===== config.mk =====
export PLATFORM = sky130hd
export DESIGN_NAME = tmds_decoder
export DESIGN_NICKNAME = d
export VERILOG_FILES = /design/src/rtl/tmds_decoder.sv
export SDC_FILE = /design/constraint.sdc
export NUM_CORES = 1
export LEC_CHECK = 0
export CAP_MARGIN = 40
export CORE_ASPECT_RATIO = 0.7
export CORE_MARGIN = 10
export CORE_UTILIZATION = 52
export DETAILED_ROUTE_END_ITERATION = 8
export PLACE_DENSITY_LB_ADDON = 0.25
export RECOVER_POWER = 25
export REMOVE_ABC_BUFFERS = 1
export SETUP_SLACK_MARGIN = 0.15
export SYNTH_ARGS = -nofsm -noshare
export SYNTH_HDL_FRONTEND = slang
export SYNTH_SLANG_ARGS = --single-unit

===== constraint.sdc =====
create_clock -name pixclk -period 2.1 [get_ports pixclk]
set_clock_uncertainty 0.15 [all_clocks]
set_input_delay 0.42 -clock pixclk [delete_from_list [all_inputs] [get_ports pixclk]]
set_output_delay 0.42 -clock pixclk [all_outputs]
set_load 0.005 [all_outputs]

===== src/rtl/tmds_decoder.sv =====
// One-channel DVI TMDS receive decoder: word alignment by control-token hunting with
// bitslip feedback to the deserializer, then 2-stage decode to DE / {C1,C0} / pixel byte.
//
// state  | meaning
// SEARCH | hunting for LOCK_RUN consecutive control tokens; slip on long token-free gap
// SLIP   | bitslip issued, waiting SLIP_WAIT cycles for the deserializer to settle
// LOCKED | aligned; outputs enabled; a long token-free gap drops back to SEARCH
module tmds_decoder #(
  parameter int LOCK_RUN       = 64,
  parameter int SEARCH_TIMEOUT = 4096,
  parameter int SLIP_WAIT      = 8
) (
  input  logic       pixclk,
  input  logic       rst_n,
  input  logic [9:0] i_tmds,
  output logic       o_bitslip,
  output logic       o_locked,
  output logic       o_err,
  output logic       o_de,
  output logic [1:0] o_c,
  output logic [7:0] o_data
);

  localparam int RUN_W  = $clog2(LOCK_RUN + 1);
  localparam int IDLE_W = $clog2(SEARCH_TIMEOUT + 1);
  localparam int SLIP_W = $clog2(SLIP_WAIT + 1);

  localparam logic [RUN_W-1:0]  RUN_LAST  = RUN_W'(LOCK_RUN - 1);
  localparam logic [RUN_W-1:0]  RUN_MAX   = RUN_W'(LOCK_RUN);
  localparam logic [IDLE_W-1:0] IDLE_LAST = IDLE_W'(SEARCH_TIMEOUT - 1);
  localparam logic [IDLE_W-1:0] IDLE_MAX  = IDLE_W'(SEARCH_TIMEOUT);
  localparam logic [SLIP_W-1:0] SLIP_LAST = SLIP_W'(SLIP_WAIT - 1);

  typedef enum logic [1:0] {
    ST_SEARCH = 2'd0,
    ST_SLIP   = 2'd1,
    ST_LOCKED = 2'd2
  } state_t;

  // Reset asserts asynchronously, releases two clocks after rst_n rises.
  logic rst_meta_q;
  logic rst_sync_q;

  always_ff @(posedge pixclk or negedge rst_n) begin
    if (!rst_n) begin
      rst_meta_q <= 1'b0;
      rst_sync_q <= 1'b0;
    end else begin
      rst_meta_q <= 1'b1;
      rst_sync_q <= rst_meta_q;
    end
  end

  logic       tok_hit;
  logic [1:0] tok_val;

  always_comb begin
    tok_hit = 1'b1;
    tok_val = 2'b00;
    case (i_tmds)
      10'h354: tok_val = 2'b00;
      10'h0AB: tok_val = 2'b01;
      10'h154: tok_val = 2'b10;
      10'h2AB: tok_val = 2'b11;
      default: tok_hit = 1'b0;
    endcase
  end

  logic [9:0] tmds_q;
  logic       ctrl_q;
  logic [1:0] cval_q;

  always_ff @(posedge pixclk or negedge rst_sync_q) begin
    if (!rst_sync_q) begin
      tmds_q <= 10'd0;
      ctrl_q <= 1'b0;
      cval_q <= 2'b00;
    end else begin
      tmds_q <= i_tmds;
      ctrl_q <= tok_hit;
      cval_q <= tok_val;
    end
  end

  state_t              state_q, state_d;
  logic [RUN_W-1:0]    run_q, run_d;
  logic [IDLE_W-1:0]   idle_q, idle_d;
  logic [SLIP_W-1:0]   slip_q, slip_d;
  logic                bitslip_q, bitslip_d;
  logic                err_q, err_d;
  logic                locked_q, locked_d;

  logic [RUN_W-1:0]    run_inc;
  logic [IDLE_W-1:0]   idle_inc;
  logic                timeout;
  logic                run_hit;
  logic                slip_done;

  // A token on the timeout cycle wins: timeout needs a non-token word.
  always_comb begin
    run_inc   = (run_q >= RUN_MAX) ? RUN_MAX : run_q + 1'b1;
    idle_inc  = (idle_q >= IDLE_MAX) ? IDLE_MAX : idle_q + 1'b1;
    timeout   = !ctrl_q && (idle_q >= IDLE_LAST);
    run_hit   = ctrl_q && (run_q >= RUN_LAST);
    slip_done = (slip_q >= SLIP_LAST);
  end

  always_ff @(posedge pixclk or negedge rst_sync_q) begin
    if (!rst_sync_q) begin
      state_q   <= ST_SEARCH;
      run_q     <= '0;
      idle_q    <= '0;
      slip_q    <= '0;
      bitslip_q <= 1'b0;
      err_q     <= 1'b0;
      locked_q  <= 1'b0;
    end else begin
      state_q   <= state_d;
      run_q     <= run_d;
      idle_q    <= idle_d;
      slip_q    <= slip_d;
      bitslip_q <= bitslip_d;
      err_q     <= err_d;
      locked_q  <= locked_d;
    end
  end

  always_comb begin
    state_d = state_q;
    case (state_q)
      ST_SEARCH: begin
        if (timeout)      state_d = ST_SLIP;
        else if (run_hit) state_d = ST_LOCKED;
      end
      ST_SLIP: begin
        if (slip_done) state_d = ST_SEARCH;
      end
      ST_LOCKED: begin
        if (timeout) state_d = ST_SEARCH;
      end
      default: state_d = ST_SEARCH;
    endcase
  end

  always_comb begin
    run_d     = ctrl_q ? run_inc : '0;
    idle_d    = ctrl_q ? '0 : idle_inc;
    slip_d    = '0;
    bitslip_d = 1'b0;
    err_d     = 1'b0;
    locked_d  = (state_d == ST_LOCKED);
    case (state_q)
      ST_SEARCH: begin
        if (timeout) begin
          bitslip_d = 1'b1;
          run_d     = '0;
          idle_d    = '0;
        end
      end
      ST_SLIP: begin
        run_d  = '0;
        idle_d = '0;
        slip_d = slip_done ? '0 : slip_q + 1'b1;
      end
      ST_LOCKED: begin
        if (timeout) begin
          err_d  = 1'b1;
          run_d  = '0;
          idle_d = '0;
        end
      end
      default: begin
        run_d  = '0;
        idle_d = '0;
      end
    endcase
  end

  logic [7:0] d_pre;
  logic [7:0] dec;

  always_comb begin
    d_pre  = tmds_q[9] ? ~tmds_q[7:0] : tmds_q[7:0];
    dec    = 8'd0;
    dec[0] = d_pre[0];
    for (int i = 1; i < 8; i++) begin
      dec[i] = tmds_q[8] ? (d_pre[i] ^ d_pre[i-1]) : ~(d_pre[i] ^ d_pre[i-1]);
    end
  end

  logic       de_q;
  logic [1:0] c_q;
  logic [7:0] data_q;

  // Gate with the lock flag that becomes visible on this same edge.
  always_ff @(posedge pixclk or negedge rst_sync_q) begin
    if (!rst_sync_q) begin
      de_q   <= 1'b0;
      c_q    <= 2'b00;
      data_q <= 8'd0;
    end else if (!locked_d) begin
      de_q   <= 1'b0;
      c_q    <= 2'b00;
      data_q <= 8'd0;
    end else if (ctrl_q) begin
      de_q   <= 1'b0;
      c_q    <= cval_q;
      data_q <= 8'd0;
    end else begin
      de_q   <= 1'b1;
      data_q <= dec;
    end
  end

  assign o_bitslip = bitslip_q;
  assign o_locked  = locked_q;
  assign o_err     = err_q;
  assign o_de      = de_q;
  assign o_c       = c_q;
  assign o_data    = data_q;

endmodule


### Word-level counts from Yosys, hierarchy flattened

Cells that the tools add are included.

* shift-type cells: 0
* add/subtract/negate cells: 3
* bitwise operators: 15
* magnitude comparators: 5
* divide/modulo/power cells: 0
* eq/ne operators: 8
* reductions and logical operators: 6
* $mul: 0
* muxes and demuxes: 34

Operators with widths (number)
* 13-bit two-way mux: 4
* 7-bit two-way mux: 4
* 8-bit two-way mux: 3
* 10-bit == test (second input constant): 2
* 13-bit by 1-bit adder with 13-bit output (second input constant): 1
* 13-bit by 12-bit >= comparator with 1-bit output (second input constant): 1
* 13-bit >= comparator (second input constant): 1
* 1-bit two-way mux: 13
* 2-bit two-way mux: 6
* 2-bit case mux with 3 select lines: 2
* 10-bit by 8-bit == test with 1-bit output (second input constant): 1
* 10-bit by 9-bit == test with 1-bit output (second input constant): 1
* 4-bit two-way mux: 2
* 8-bit NOT: 1
* 7-bit by 1-bit adder with 7-bit output (second input constant): 1
* 7-bit by 6-bit >= comparator with 1-bit output (second input constant): 1
* 7-bit >= comparator (second input constant): 1
* 1-bit NOT: 7
* 1-bit bitwise XOR: 7
* 4-bit by 1-bit adder with 4-bit output (second input constant): 1
* 2-bit == test (second input constant): 2
* 4-bit by 3-bit >= comparator with 1-bit output (second input constant): 1
* 4-bit OR reduction: 1
* 2-bit by 1-bit == test with 1-bit output (second input constant): 1
* 5 further kinds: 6

* logic and storage cells: 86
* output and inout bits: 14
* latch bits: 0
* bits in registers: 55
* memories: 0
* bits in read-only memories: 0
* RAM bits: 0
* input port bits: 12

### Depth between registers and ports, before layout

* depth in word-level cells: 7
* gate-level depth with buffers: 8
* mapped depth without buffers: 5

### Worst setup path after synthesis

OpenSTA, ideal clock, no wires.

* kind: flip-flop to flip-flop
* from: reg idle_q[0]
* to: reg data_q[1], in the netlist o_data[1]
* arrival time: 1.742 ns
* buffers on the path: 3
* library setup time: 0.069 ns
* cell stages (with the launch flop): 9
* data required time: 1.881 ns
* setup slack: 0.138 ns
* clock period less this slack: 1.962 ns
* cells stage by stage: dfrtp_1 > ha_1 > clkbuf_1 > a21o_2 > a41o_1 > buf_6 > or2_1 > buf_6 > nor2_2

* cells in the longest elaborated chain, start to end: 6
* elaborated cells on any way between the ends: 7
* classes of those cells: order compare: 1; eq/ne: 1; mux: 4; reduce/logical: 1

RTL lines
* start, declared: line 87 `logic [IDLE_W-1:0] idle_q, idle_d;`
* start signal, assigned: line 120 `idle_q <= idle_d;`
* 13-bit by 12-bit >= comparator with 1-bit output *: line 103 `timeout = !ctrl_q && (idle_q >= IDLE_LAST);`
* 1-bit logical AND *: line 103
* 2-bit two-way mux, on equally long branches: line 139, 132
* 2-bit case mux with 3 select lines *: line 130 `case (state_q)`
* 2-bit == test *: line 151 `locked_d = (state_d == ST_LOCKED);`
* 8-bit two-way mux *: line 201 `end else if (!locked_d) begin`
* end signal, assigned: line 200 `data_q <= 8'd0;`
* end signal, assigned: line 204 `data_q <= 8'd0;`
* end signal, assigned: line 208 `data_q <= 8'd0;`
* end, declared: line 193 `logic [7:0] data_q;`

Every way passes the cells marked *; elsewhere a longest branch is shown, timed or not.
A chain may end at the register's enable or synchronous reset.

### Worst setup path after layout

* from: reg run_q[0]
* to: reg c_q[0], in the netlist o_c[0]

* cells in the longest elaborated chain, start to end: 7
* elaborated cells on any way between the ends: 8
* classes of those cells: order compare: 1; eq/ne: 2; mux: 4; reduce/logical: 1

RTL lines
* start, declared: line 86 `logic [RUN_W-1:0] run_q, run_d;`
* start signal, assigned: line 119 `run_q <= run_d;`
* 7-bit by 6-bit >= comparator with 1-bit output *: line 104 `run_hit = ctrl_q && (run_q >= RUN_LAST);`
* 1-bit logical AND *: line 104
* 2-bit two-way mux *: line 133 `else if (run_hit) state_d = ST_LOCKED;`
* 2-bit two-way mux *: line 132 `if (timeout) state_d = ST_SLIP;`
* 2-bit case mux with 3 select lines *: line 130
* 2-bit == test *: line 151
* 2-bit inequality test (no source line) or 2-bit two-way mux (tied branches)
* end signal, assigned: line 207 `c_q <= cval_q;`
* end, declared: line 192 `logic [1:0] c_q;`

Marks and branches as above.

==> run metrics <==
Ys Warns 0; WP buf/inv 0; Die Span Y 75.2 um; most common cell after layout, fill and taps aside dfrtp_1; Area growth syn-to-layout 19.5%; via count approximately 1.4k; final antenna-violating net count 0; Post-synth EDFFs 0; FFs w/ async S/R, synth between 90% and 100%; row cnt 19; max cap viols 0; wire length per cell around 15 um; Synth area leaders dfrtp_1 (61%), xnor2_1 (5.4%), nor2_1 (4.5%), xor2_1 (4.3%), ha_1 (2.8%); Post-CTS Setup Inserts 0; WS Path Type reg -> reg; Critical Path Start Type flip-flop; Core Util, Final 66.6%; Die W a little under 100 um; Final HPWL DP just over 3000 um; Req. time, crit path 2140 ps; FF+latch area 0.00138 mm2; mux contribution to synthesized area 1.33%; initial antenna violation count 0; Slew headroom 37.6%; hold buffers post-CTS 0; Avg Inst Size Synth 11.7 um2; Post-Route WL 4070 um; Port Buffers 25; layout cell share with drive strength beyond 1 11.6%; CP max stage cell dfrtp_1; largest net degree at the start of global routing 32; simple-gate portion of the synthesized area 16.2%; final hold vios 0; Power, Total 0.00209 W; outcome finished clean; post-synthesis adder-cell area fraction approximately 2.8%; I/O pin total 26; Multi-input gate area between 700 and 800 um2; dpl cells 269; CTS buffer count 5; fillers a little over 300; H-tree levels 2; Worst Tran Pin Value about 940 ps; Synth Flop Type dfrtp_1; clk buf depth 2; post-synth cell types 38; Power per Cell Area approximately 770 mW/mm2; Global Route Usage Sum 11.8%; Vias/cell 5.12; Lkg Pwr 1.24 nW; largest family of logic cells by synthesized area simple AND/OR/NAND/NOR gates; worst slack on hold paths between 150 and 200 ps; xor-xnor portion of the synthesized cell area 9.66%; initial core utilization 55.7%; VDD IR max 0.643 mV; setup TNS 0 ps; Clk Latency, worst-skew pair 310 ps; final setup violating endpoints 0; Mapped Cells 194; GRT Residual Overflow 0; ANT cells 0; Critical Path AT 1890 ps; Synth area leader dfrtp_1; Slew Limit Fails 0; period utilization between 80% and 90%; Die Area 0.00744 mm2; Fmax achieved 541 MHz; gpl congestion 0.858; drt initial violations 39; vias in the first global route 1478; Reg clk slew, reported paths approximately 100 ps; Max stage delay on crit path 440 ps; DR pass1 iterations 4; min Tclk post-route 1850 ps; crit path capture type flip-flop; Synth Area in Compound Gates 4.47%; first-pass GRT wire length 7090 um; CTS root buf clkbuf_8; most frequent cells in the layout dfrtp_1 (55), nor2_1 (27), clkdlybuf4s50_1 (15), xnor2_1 (14), inv_1 (13); worst-path fanout max 6; CTS tree yes; Crit path max-delay family compound AO/OA/AOI/OAI gates; Synth Register Bits 55; total clock sinks 55; critical path cell sequence ha_1 > a21o_1 > a311o_1 > a32oi_2 > nor2_1; Hold Path Class in -> async; total core area 0.00407 mm2; RSZ-0062 raised after global routing no; DRC errors left 0; Post-Layout Cell Count around 280; Mapped Area 0.00227 mm2; sequential share of the synthesized area 60.7%; Layout Nets 241; top-area cell type share of the netlist area between 60% and 70%
report_power, final:
| part | switching [W] | internal, W | leakage [nW] | total [W] |
|---|---|---|---|---|
| logic | 0.000122 | 0.000102 | 0.457 | 0.000224 |
| registers | 0.0000543 | 0.00112 | 0.729 | 0.00117 |
| clock network | 0.000339 | 0.000359 | 0.0548 | 0.000698 |
| total | 0.000515 | 0.00158 | 1.24 | 0.00209 |
stage by stage:
stage	setup slack (ps)	instance area [um2]
6_report	253	2710
5_1_grt	164	2710
4_1_cts	156	2700
3_5_place_dp	158	2590
3_3_place_gp	259	2590
2_1_floorplan	190	2210
area by class of cell:
cell class | instances | area share (%)
clock buffer | 5 | 2.54
clock inverter | 3 | 1.71
inverter | 13 | 1.80
multi-input combinational | 118 | 29.4
sequential | 55 | 50.8
tap | 52 | 2.40
timing repair buffer | 31 | 11.4
synthesized netlist by cell type, drive strengths merged, types with 2 or more instances:
cell and n:
nor2 35, a21o 2, nand3 7, nor4 2, dfrtp 55, clkbuf 5
conb 2, xor2 11, nand4 5, buf 3, or2 2, nor3 2
nand2 5, mux2i 3, ha 5, and2 3, xnor2 14, and3 4
inv 13
flip-flops by register name, indices dropped and copies added, names as in the netlist:
register    flops
ctrl_q          1
cval_q          2
idle_q         13
o_bitslip       1
o_c             2
o_data          8
o_de            1
o_err           1
o_locked        1
rst_meta_q      1
rst_sync_q      1
run_q           7
slip_q          4
state_q         2
tmds_q         10
what timing repair did:
| action | 4_1_cts | 5_1_grt |
|---|---|---|
| gates resized for setup | 0 | 2 |
| hold endpoints to repair | 0 | 0 |
| setup endpoints to repair | 0 | 7 |
metal layers:
metal | vias up | track usage, % | wire, um
met2 | 20 | 18.0 | 1880
met1 | 704 | 15.0 | 1950
li1 | 689 | - | -
met3 | 6 | 4.39 | 192
met4 | 0 | 4.75 | 45
met5 | - | 0 | 0
logic make-up after synthesis:
| group | Yosys count |
|---|---|
| buffers and inverters | 21 |
| AOI/OAI and AO/OA | 12 |
| adders and majority gates | 5 |
| other | 2 |
| and+or+nand+nor | 71 |
| DFF | 55 |
| muxes | 3 |
| xor gates and xnor gates | 25 |
path summary, 6_finish.rpt:
path                                      start                    to  slack (ps)  depth (start not counted)
hold reg to reg            rst_meta_q$_DFF_PN0_  rst_sync_q$_DFF_PN0_         220                          0
max in group asynchronous  rst_sync_q$_DFF_PN0_   idle_q[6]$_DFF_PN0_         880                          1
hold / removal                            rst_n  rst_sync_q$_DFF_PN0_         180                          1
setup reg to reg             run_q[0]$_DFF_PN0_    o_c[0]$_DFFE_PN0P_         250                          5
min in group pixclk        rst_meta_q$_DFF_PN0_  rst_sync_q$_DFF_PN0_         220                          0
setup / recovery             run_q[0]$_DFF_PN0_    o_c[0]$_DFFE_PN0P_         250                          5
Note: power is estimated with default switching activity, not from simulation.
